$ cat config.mk
export PLATFORM = sky130hd
export DESIGN_NAME = oven_panel_ctrl
export DESIGN_NICKNAME = d
export VERILOG_FILES = /design/src/rtl/oven_pkg.sv /design/src/rtl/oven_panel_ctrl_key_debounce.sv /design/src/rtl/oven_panel_ctrl.sv
export SDC_FILE = /design/constraint.sdc
export NUM_CORES = 1
export LEC_CHECK = 0
export ABC_AREA = 1
export CAP_MARGIN = 20
export CELL_PAD_IN_SITES_DETAIL_PLACEMENT = 1
export CELL_PAD_IN_SITES_GLOBAL_PLACEMENT = 2
export CORE_MARGIN = 2
export CORE_UTILIZATION = 31
export CTS_CLUSTER_SIZE = 14
export DETAILED_ROUTE_END_ITERATION = 6
export GPL_ROUTABILITY_DRIVEN = 0
export PLACE_DENSITY = 0.79
export RECOVER_POWER = 100
export SYNTH_ARGS = -nofsm -noshare
export SYNTH_HDL_FRONTEND = slang
export SYNTH_SLANG_ARGS = --single-unit
$ cat constraint.sdc
create_clock -name clk -period 1.9 [get_ports clk]
set_input_delay 0.38 -clock clk [delete_from_list [all_inputs] [get_ports clk]]
set_output_delay 0.38 -clock clk [all_outputs]
set_load 0.05 [all_outputs]
$ cat src/rtl/oven_pkg.sv
`default_nettype none
// ============================================================================
// Module   : oven_pkg
// Purpose  : Shared panel state, mode encodings and saturating setpoint math.
// Revision : 1.0
// ============================================================================
package oven_pkg;

    typedef enum logic [1:0] {
        ST_SETUP   = 2'd0,
        ST_RUNNING = 2'd1,
        ST_PAUSED  = 2'd2,
        ST_DONE    = 2'd3
    } panel_state_t;

    localparam logic [1:0] MODE_PREHEAT = 2'd0;
    localparam logic [1:0] MODE_COOK    = 2'd1;
    localparam logic [1:0] MODE_GRILL   = 2'd2;
    localparam logic [1:0] MODE_BAKE    = 2'd3;

    localparam logic [7:0] GRILL_DEF = 8'd90;

    function automatic logic [7:0] sat_add(input logic [7:0] val,
                                           input logic [7:0] step,
                                           input logic [7:0] max);
        logic [8:0] sum;
        sum = {1'b0, val} + {1'b0, step};
        return (sum > {1'b0, max}) ? max : sum[7:0];
    endfunction

    function automatic logic [7:0] sat_sub(input logic [7:0] val,
                                           input logic [7:0] step);
        return (val < step) ? 8'd0 : (val - step);
    endfunction

endpackage
`default_nettype wire

$ cat src/rtl/oven_panel_ctrl_key_debounce.sv
`default_nettype none
// ============================================================================
// Module   : key_debounce
// Purpose  : Two-flop synchroniser, stability-count debouncer, rising pulse.
// Revision : 1.0
// ============================================================================
module key_debounce #(
    parameter int DEB_CYCLES = 4
) (
    input  logic clk,
    input  logic rst,
    input  logic raw,
    output logic level,
    output logic press
);
    localparam int CW = $clog2(DEB_CYCLES + 1);
    localparam logic [CW-1:0] c_cnt_last = CW'(DEB_CYCLES - 1);

    logic [1:0]    r_sync_q;
    logic [CW-1:0] r_cnt_q;
    logic          r_level_q;
    logic          r_press_q;
    logic [1:0]    w_sync_d;
    logic [CW-1:0] w_cnt_d;
    logic          w_level_d;
    logic          w_press_d;

    always_comb begin
        w_sync_d  = {r_sync_q[0], raw};
        w_cnt_d   = '0;
        w_level_d = r_level_q;
        // Any sample agreeing with the current level restarts the count.
        if (r_sync_q[1] != r_level_q) begin
            if (r_cnt_q == c_cnt_last) begin
                w_level_d = ~r_level_q;
            end else begin
                w_cnt_d = r_cnt_q + 1'b1;
            end
        end
        w_press_d = w_level_d & ~r_level_q;
    end

    always_ff @(posedge clk or posedge rst) begin
        if (rst) begin
            r_sync_q  <= '0;
            r_cnt_q   <= '0;
            r_level_q <= 1'b0;
            r_press_q <= 1'b0;
        end else begin
            r_sync_q  <= w_sync_d;
            r_cnt_q   <= w_cnt_d;
            r_level_q <= w_level_d;
            r_press_q <= w_press_d;
        end
    end

    assign level = r_level_q;
    assign press = r_press_q;

endmodule
`default_nettype wire

$ cat src/rtl/oven_panel_ctrl.sv
`default_nettype none
// ============================================================================
// Module   : oven_panel_ctrl
// Purpose  : Oven front-panel key handling, setpoints and command generation.
// Revision : 1.0
// ============================================================================
module oven_panel_ctrl #(
    parameter int DEB_CYCLES = 4,
    parameter int DEF_TIME   = 30,
    parameter int DEF_TEMP   = 180,
    parameter int TIME_STEP  = 5,
    parameter int TEMP_STEP  = 10,
    parameter int TIME_MAX   = 240,
    parameter int TEMP_MAX   = 250
) (
    input  logic       clk,
    input  logic       rst,
    input  logic       key_start,
    input  logic       key_pause,
    input  logic       key_mode,
    input  logic       key_up,
    input  logic       key_down,
    input  logic       door_open,
    input  logic       heat_active,
    input  logic       buzzer,
    output logic       start_btn,
    output logic       pause_btn,
    output logic [1:0] mode_sel,
    output logic [7:0] set_time,
    output logic [7:0] set_temp,
    output logic       high_grill,
    output logic       edit_temp,
    output logic       lock,
    output logic       done
);
    import oven_pkg::*;

    localparam logic [7:0] c_def_time  = 8'(DEF_TIME);
    localparam logic [7:0] c_def_temp  = 8'(DEF_TEMP);
    localparam logic [7:0] c_time_step = 8'(TIME_STEP);
    localparam logic [7:0] c_temp_step = 8'(TEMP_STEP);
    localparam logic [7:0] c_time_max  = 8'(TIME_MAX);
    localparam logic [7:0] c_temp_max  = 8'(TEMP_MAX);

    logic [4:0] w_raw, w_level, w_press;
    assign w_raw = {key_start, key_pause, key_mode, key_up, key_down};

    key_debounce #(.DEB_CYCLES(DEB_CYCLES)) u_deb_start (.clk(clk), .rst(rst), .raw(w_raw[4]), .level(w_level[4]), .press(w_press[4]));
    key_debounce #(.DEB_CYCLES(DEB_CYCLES)) u_deb_pause (.clk(clk), .rst(rst), .raw(w_raw[3]), .level(w_level[3]), .press(w_press[3]));
    key_debounce #(.DEB_CYCLES(DEB_CYCLES)) u_deb_mode  (.clk(clk), .rst(rst), .raw(w_raw[2]), .level(w_level[2]), .press(w_press[2]));
    key_debounce #(.DEB_CYCLES(DEB_CYCLES)) u_deb_up    (.clk(clk), .rst(rst), .raw(w_raw[1]), .level(w_level[1]), .press(w_press[1]));
    key_debounce #(.DEB_CYCLES(DEB_CYCLES)) u_deb_down  (.clk(clk), .rst(rst), .raw(w_raw[0]), .level(w_level[0]), .press(w_press[0]));

    logic w_start_p, w_pause_p, w_mode_p, w_up_p, w_down_p, w_up_held;
    assign {w_start_p, w_pause_p, w_mode_p, w_up_p, w_down_p} = w_press;
    assign w_up_held = w_level[1];

    panel_state_t r_state_q, w_state_d;
    logic [1:0]   r_mode_q, w_mode_d;
    logic [7:0]   r_time_q, w_time_d;
    logic [7:0]   r_temp_q, w_temp_d;
    logic         r_edit_q, w_edit_d;
    logic         r_start_q, w_start_d;
    logic         r_pause_q, w_pause_d;
    logic         r_grill_q, w_grill_d;
    logic         r_lock_q, w_lock_d;
    logic         r_done_q, w_done_d;
    logic         r_heat_low_q, w_heat_low_d;

    always_comb begin
        w_state_d    = r_state_q;
        w_mode_d     = r_mode_q;
        w_time_d     = r_time_q;
        w_temp_d     = r_temp_q;
        w_edit_d     = r_edit_q;
        w_start_d    = 1'b0;
        w_heat_low_d = 1'b0;
        case (r_state_q)
            ST_SETUP: begin
                if (w_start_p && !door_open) begin
                    w_start_d = 1'b1;
                    w_state_d = ST_RUNNING;
                end else if (w_mode_p) begin
                    // Mode with up held is the field-select chord.
                    if (w_up_held) w_edit_d = ~r_edit_q;
                    else           w_mode_d = r_mode_q + 2'd1;
                end else if (w_up_p && !w_down_p) begin
                    if (r_edit_q) w_temp_d = sat_add(r_temp_q, c_temp_step, c_temp_max);
                    else          w_time_d = sat_add(r_time_q, c_time_step, c_time_max);
                end else if (w_down_p && !w_up_p) begin
                    if (r_edit_q) w_temp_d = sat_sub(r_temp_q, c_temp_step);
                    else          w_time_d = sat_sub(r_time_q, c_time_step);
                end
            end
            ST_RUNNING: begin
                if (w_pause_p || door_open) begin
                    w_state_d = ST_PAUSED;
                end else if (buzzer) begin
                    w_state_d = ST_DONE;
                end else if (!heat_active) begin
                    // Heaters idle two cycles running: oven ended on its own.
                    if (r_heat_low_q) w_state_d    = ST_SETUP;
                    else              w_heat_low_d = 1'b1;
                end
            end
            ST_PAUSED: begin
                if (w_pause_p && !door_open) w_state_d = ST_RUNNING;
            end
            ST_DONE: begin
                if ((w_start_p || w_pause_p) && !buzzer) w_state_d = ST_SETUP;
            end
            default: w_state_d = ST_SETUP;
        endcase
        w_pause_d = (w_state_d == ST_PAUSED);
        w_lock_d  = (w_state_d != ST_SETUP);
        w_done_d  = (w_state_d == ST_DONE);
        w_grill_d = (r_time_q != GRILL_DEF);
    end

    always_ff @(posedge clk or posedge rst) begin
        if (rst) begin
            r_state_q    <= ST_SETUP;
            r_mode_q     <= MODE_PREHEAT;
            r_time_q     <= c_def_time;
            r_temp_q     <= c_def_temp;
            r_edit_q     <= 1'b0;
            r_start_q    <= 1'b0;
            r_pause_q    <= 1'b0;
            r_grill_q    <= (c_def_time != GRILL_DEF);
            r_lock_q     <= 1'b0;
            r_done_q     <= 1'b0;
            r_heat_low_q <= 1'b0;
        end else begin
            r_state_q    <= w_state_d;
            r_mode_q     <= w_mode_d;
            r_time_q     <= w_time_d;
            r_temp_q     <= w_temp_d;
            r_edit_q     <= w_edit_d;
            r_start_q    <= w_start_d;
            r_pause_q    <= w_pause_d;
            r_grill_q    <= w_grill_d;
            r_lock_q     <= w_lock_d;
            r_done_q     <= w_done_d;
            r_heat_low_q <= w_heat_low_d;
        end
    end

    assign start_btn  = r_start_q;
    assign pause_btn  = r_pause_q;
    assign mode_sel   = r_mode_q;
    assign set_time   = r_time_q;
    assign set_temp   = r_temp_q;
    assign high_grill = r_grill_q;
    assign edit_temp  = r_edit_q;
    assign lock       = r_lock_q;
    assign done       = r_done_q;

endmodule
`default_nettype wire

==> flow_summary.json, run 1 <==
{
  "status": "finished clean",
  "cts_buffers": 9,
  "cts_tree": "yes",
  "slowest_stage": "clkdlybuf4s50_1",
  "maxSlewHeadroom": 0.538,
  "yosys.cell_types.count": 36,
  "drive_gt1_frac": 0.183,
  "holdPathStages": 0,
  "setup_tns_ns": 0,
  "place_ws_ns": -0.00648,
  "yosysSeqAreaShare": 0.481,
  "timing.fmax_ghz": 0.537,
  "synth_edf_count": 0,
  "powerDensity_mw_per_mm2": 1730,
  "grt_antenna_before_repair": 0,
  "grt_max_degree": 24,
  "design_power_total_mw": 6.86,
  "cp_cell_sequence": "clkdlybuf4s50_1",
  "cp_slowest_stage_delay_ns": 0.80,
  "hold_slack_ns": 0.353,
  "coreArea_mm2": 0.0102,
  "totalWireLength_mm": 7.49,
  "cap_violations": 0,
  "drtIter0Drc": 73,
  "drtAntennaViolNets": 0,
  "htree_num_levels": 3,
  "postSynthAreaPerCell_um2": 8.44,
  "first_pass_iters": 4,
  "ys_seq_elements": 61,
  "cp.depth": 1,
  "grtUsageTotal": 0.143,
  "layout.nets": 455,
  "cp_max_fo": 2,
  "portBuffers": 32,
  "hpwl_mm": 5.73,
  "clk_latency_ns": 0.33,
  "io_pins": 34,
  "root_buffer": "clkbuf_8",
  "rr_worst_depth": 9,
  "final.setup.worst_slack_ns": 0.0372,
  "worst-setup-path-type": "reg2out",
  "min_period_ns": 1.86,
  "cts_num_sinks": 61,
  "startpoint_type": "flop",
  "synth_top_cell_by_area": "dfrtp_1",
  "grt_pass1_wl_mm": 12.8,
  "vias": 2612,
  "cp-startpoint": "mode_sel[0]$_DFFE_PP0P_",
  "synth_warnings": 0,
  "peakVddDrop_uv": 670,
  "r2r-start": "set_time[1]$_DFFE_PP1P_",
  "rows": 37,
  "hold_start": "u_deb_mode.r_sync_q[0]$_DFF_PP0_",
  "n_antenna_cell": 0,
  "synth_area_leaders": "dfrtp_1, nand2_1, dfstp_2",
  "drv_slew": 0,
  "syn2layout_area_growth_pct": 23.7,
  "grt_overflow": 0,
  "crit_buf_inv": 1,
  "syn_inst": 379,
  "clk_pin_slew_worst_paths_ns": 0.07,
  "end_kind": "output port",
  "clock_skew_ns": 0.0141,
  "drc": 0,
  "wire_per_inst_um": 13.1,
  "min_path_type": "reg2reg",
  "die_area_mm2": 0.0111,
  "grt_pass1_vias": 2730,
  "synth_area_mm2": 0.00320,
  "p_leak_nw": 1.94,
  "start_util": 0.314,
  "required_ns": 1.52,
  "ys_async_sr_fraction": 1.00,
  "crit_family": "buffers and inverters",
  "worst_pin_slew_ns": 0.692,
  "hold_violations": 0,
  "synth_nets": 403,
  "setup_viol": 0,
  "synth_top_area_frac": 0.407,
  "fp.dieW_um": 106,
  "die_y_um": 106,
  "arrival_ns": 1.48,
  "synth_ff_type": "dfrtp_1",
  "finalCritPeriodShare": 0.980,
  "viasPerCell": 4.57,
  "clock_path_buffers": 2
}
[through the flow]
step           instances   util  instance area, um^2
2_1_floorplan        379      -                 3200
3_3_place_gp         554  0.367                 3740
3_5_place_dp         554  0.367                 3740
4_1_cts              570  0.390                 3970
5_1_grt              572  0.388                 3960
6_report             572  0.388                 3960
[cell usage in the layout, fill, tap and decap left out, types with 3 or more instances in the layout]
| master | Yosys | routed |
|---|---|---|
| o21ai_1 | 8 | 8 |
| inv_2 | 6 | 7 |
| a21oi_1 | 15 | 14 |
| buf_12 | 0 | 3 |
| ha_1 | 14 | 10 |
| xnor2_1 | 5 | 5 |
| dfrtp_1 | 52 | 52 |
| o21ai_0 | 21 | 21 |
| nand4_1 | 4 | 4 |
| nor3_1 | 12 | 12 |
| buf_4 | 3 | 10 |
| nor2_2 | 4 | 6 |
| dlygate4sd3_1 | 0 | 7 |
| xor2_1 | 12 | 12 |
| nor3b_1 | 5 | 5 |
| inv_1 | 52 | 51 |
| clkbuf_1 | 0 | 10 |
| nand2_1 | 80 | 78 |
| nor2_1 | 34 | 32 |
| nand3_2 | 3 | 4 |
| clkdlybuf4s50_1 | 0 | 6 |
| dfstp_2 | 9 | 9 |
| nand3_1 | 20 | 19 |
| clkbuf_2 | 0 | 11 |
| clkbuf_8 | 0 | 10 |
[worst paths after layout]
| kind | to | slack (ns) |
|---|---|---|
| worst max-delay path | mode_sel[0] | 0.04 |
| worst min-delay path | u_deb_mode.r_sync_q[1]$_DFF_PP0_ | 0.35 |
| worst max register to register | set_time[1]$_DFFE_PP1P_ | 0.13 |
| worst min register to register | u_deb_mode.r_sync_q[1]$_DFF_PP0_ | 0.35 |
| max in group asynchronous | done$_DFF_PP0_ | 0.32 |
| min in group asynchronous | set_temp[6]$_DFFE_PP0P_ | 0.59 |
[cell families (layout without fill, tap and decap cells)]
| logic type | count (synthesis) | count (layout) | synth area share |
|---|---|---|---|
| xor gates and xnor gates | 17 | 17 | 0.0466 |
| and+or+nand+nor | 169 | 169 | 0.238 |
| buffers and inverters | 65 | 122 | 0.0853 |
| DFF | 61 | 61 | 0.481 |
| adders and majority gates | 14 | 14 | 0.0548 |
| other | 1 | 1 | 0.00117 |
| AOI/OAI and AO/OA | 52 | 52 | 0.0935 |
[synthesized netlist by cell type, drive strengths merged (5+ instances only)]
master,count
nand2,80
inv,58
dfrtp,52
nor2,38
o21ai,30
nand3,23
a21oi,16
ha,14
nor3,13
xor2,12
dfstp,9
buf,6
nand4,5
nor3b,5
xnor2,5
[power breakdown]
| group | switching [mW] | internal, mW | leakage, nW |
|---|---|---|---|
| sequential | 0.399 | 1.72 | 0.752 |
| combinational | 2.23 | 1.17 | 1.07 |
| clock | 0.551 | 0.783 | 0.113 |
[flip-flops by register name, indices dropped and copies added, names as in the netlist, 2 cells and up]
name                  count
mode_sel                  2
r_state_q                 2
set_temp                  7
set_time                  8
u_deb_down.r_cnt_q        3
u_deb_down.r_sync_q       2
u_deb_mode.r_cnt_q        3
u_deb_mode.r_sync_q       2
u_deb_pause.r_cnt_q       3
u_deb_pause.r_sync_q      2
u_deb_start.r_cnt_q       3
u_deb_start.r_sync_q      2
u_deb_up.r_cnt_q          3
u_deb_up.r_sync_q         2
[cell type report]
type                    count  area [um^2]
clock buffers              10          138
clock inverters             6         93.8
fillers                  1261         6230
inverters                  59          223
multi-input cells         253         1440
flip-flops and latches     61         1540
well taps                 136          170
repair buffers             47          358
[layer usage]
| layer | part of all wire | track usage |
|---|---|---|
| met1 | 0.47 | 0.184 |
| met2 | 0.51 | 0.247 |
| met3 | 0.016 | 0.0241 |
| met4 | 0.010 | 0.0423 |
| met5 | 0 | 0 |
[what timing repair did]
| item | in CTS | in global routing |
|---|---|---|
| resized for setup | 0 | 13 |
| setup buffers | 0 | 2 |
| hold buffers | 0 | 0 |
| setup endpoints to repair | 0 | 9 |
(Power assumes the default switching activity.)
==> run 2: changes to the inputs <==
--- a/config.mk
+++ b/config.mk
@@ -6,7 +6,6 @@
 export NUM_CORES = 1
 export LEC_CHECK = 0
 export ABC_AREA = 1
-export CAP_MARGIN = 20
 export CELL_PAD_IN_SITES_DETAIL_PLACEMENT = 1
 export CELL_PAD_IN_SITES_GLOBAL_PLACEMENT = 2
 export CORE_MARGIN = 2
@@ -16,6 +15,7 @@
 export GPL_ROUTABILITY_DRIVEN = 0
 export PLACE_DENSITY = 0.79
 export RECOVER_POWER = 100
+export SKIP_LAST_GASP = 1
 export SYNTH_ARGS = -nofsm -noshare
 export SYNTH_HDL_FRONTEND = slang
 export SYNTH_SLANG_ARGS = --single-unit
==> results of run 2 <==
Final layout, timing and power as in run 1 (identical DEF).
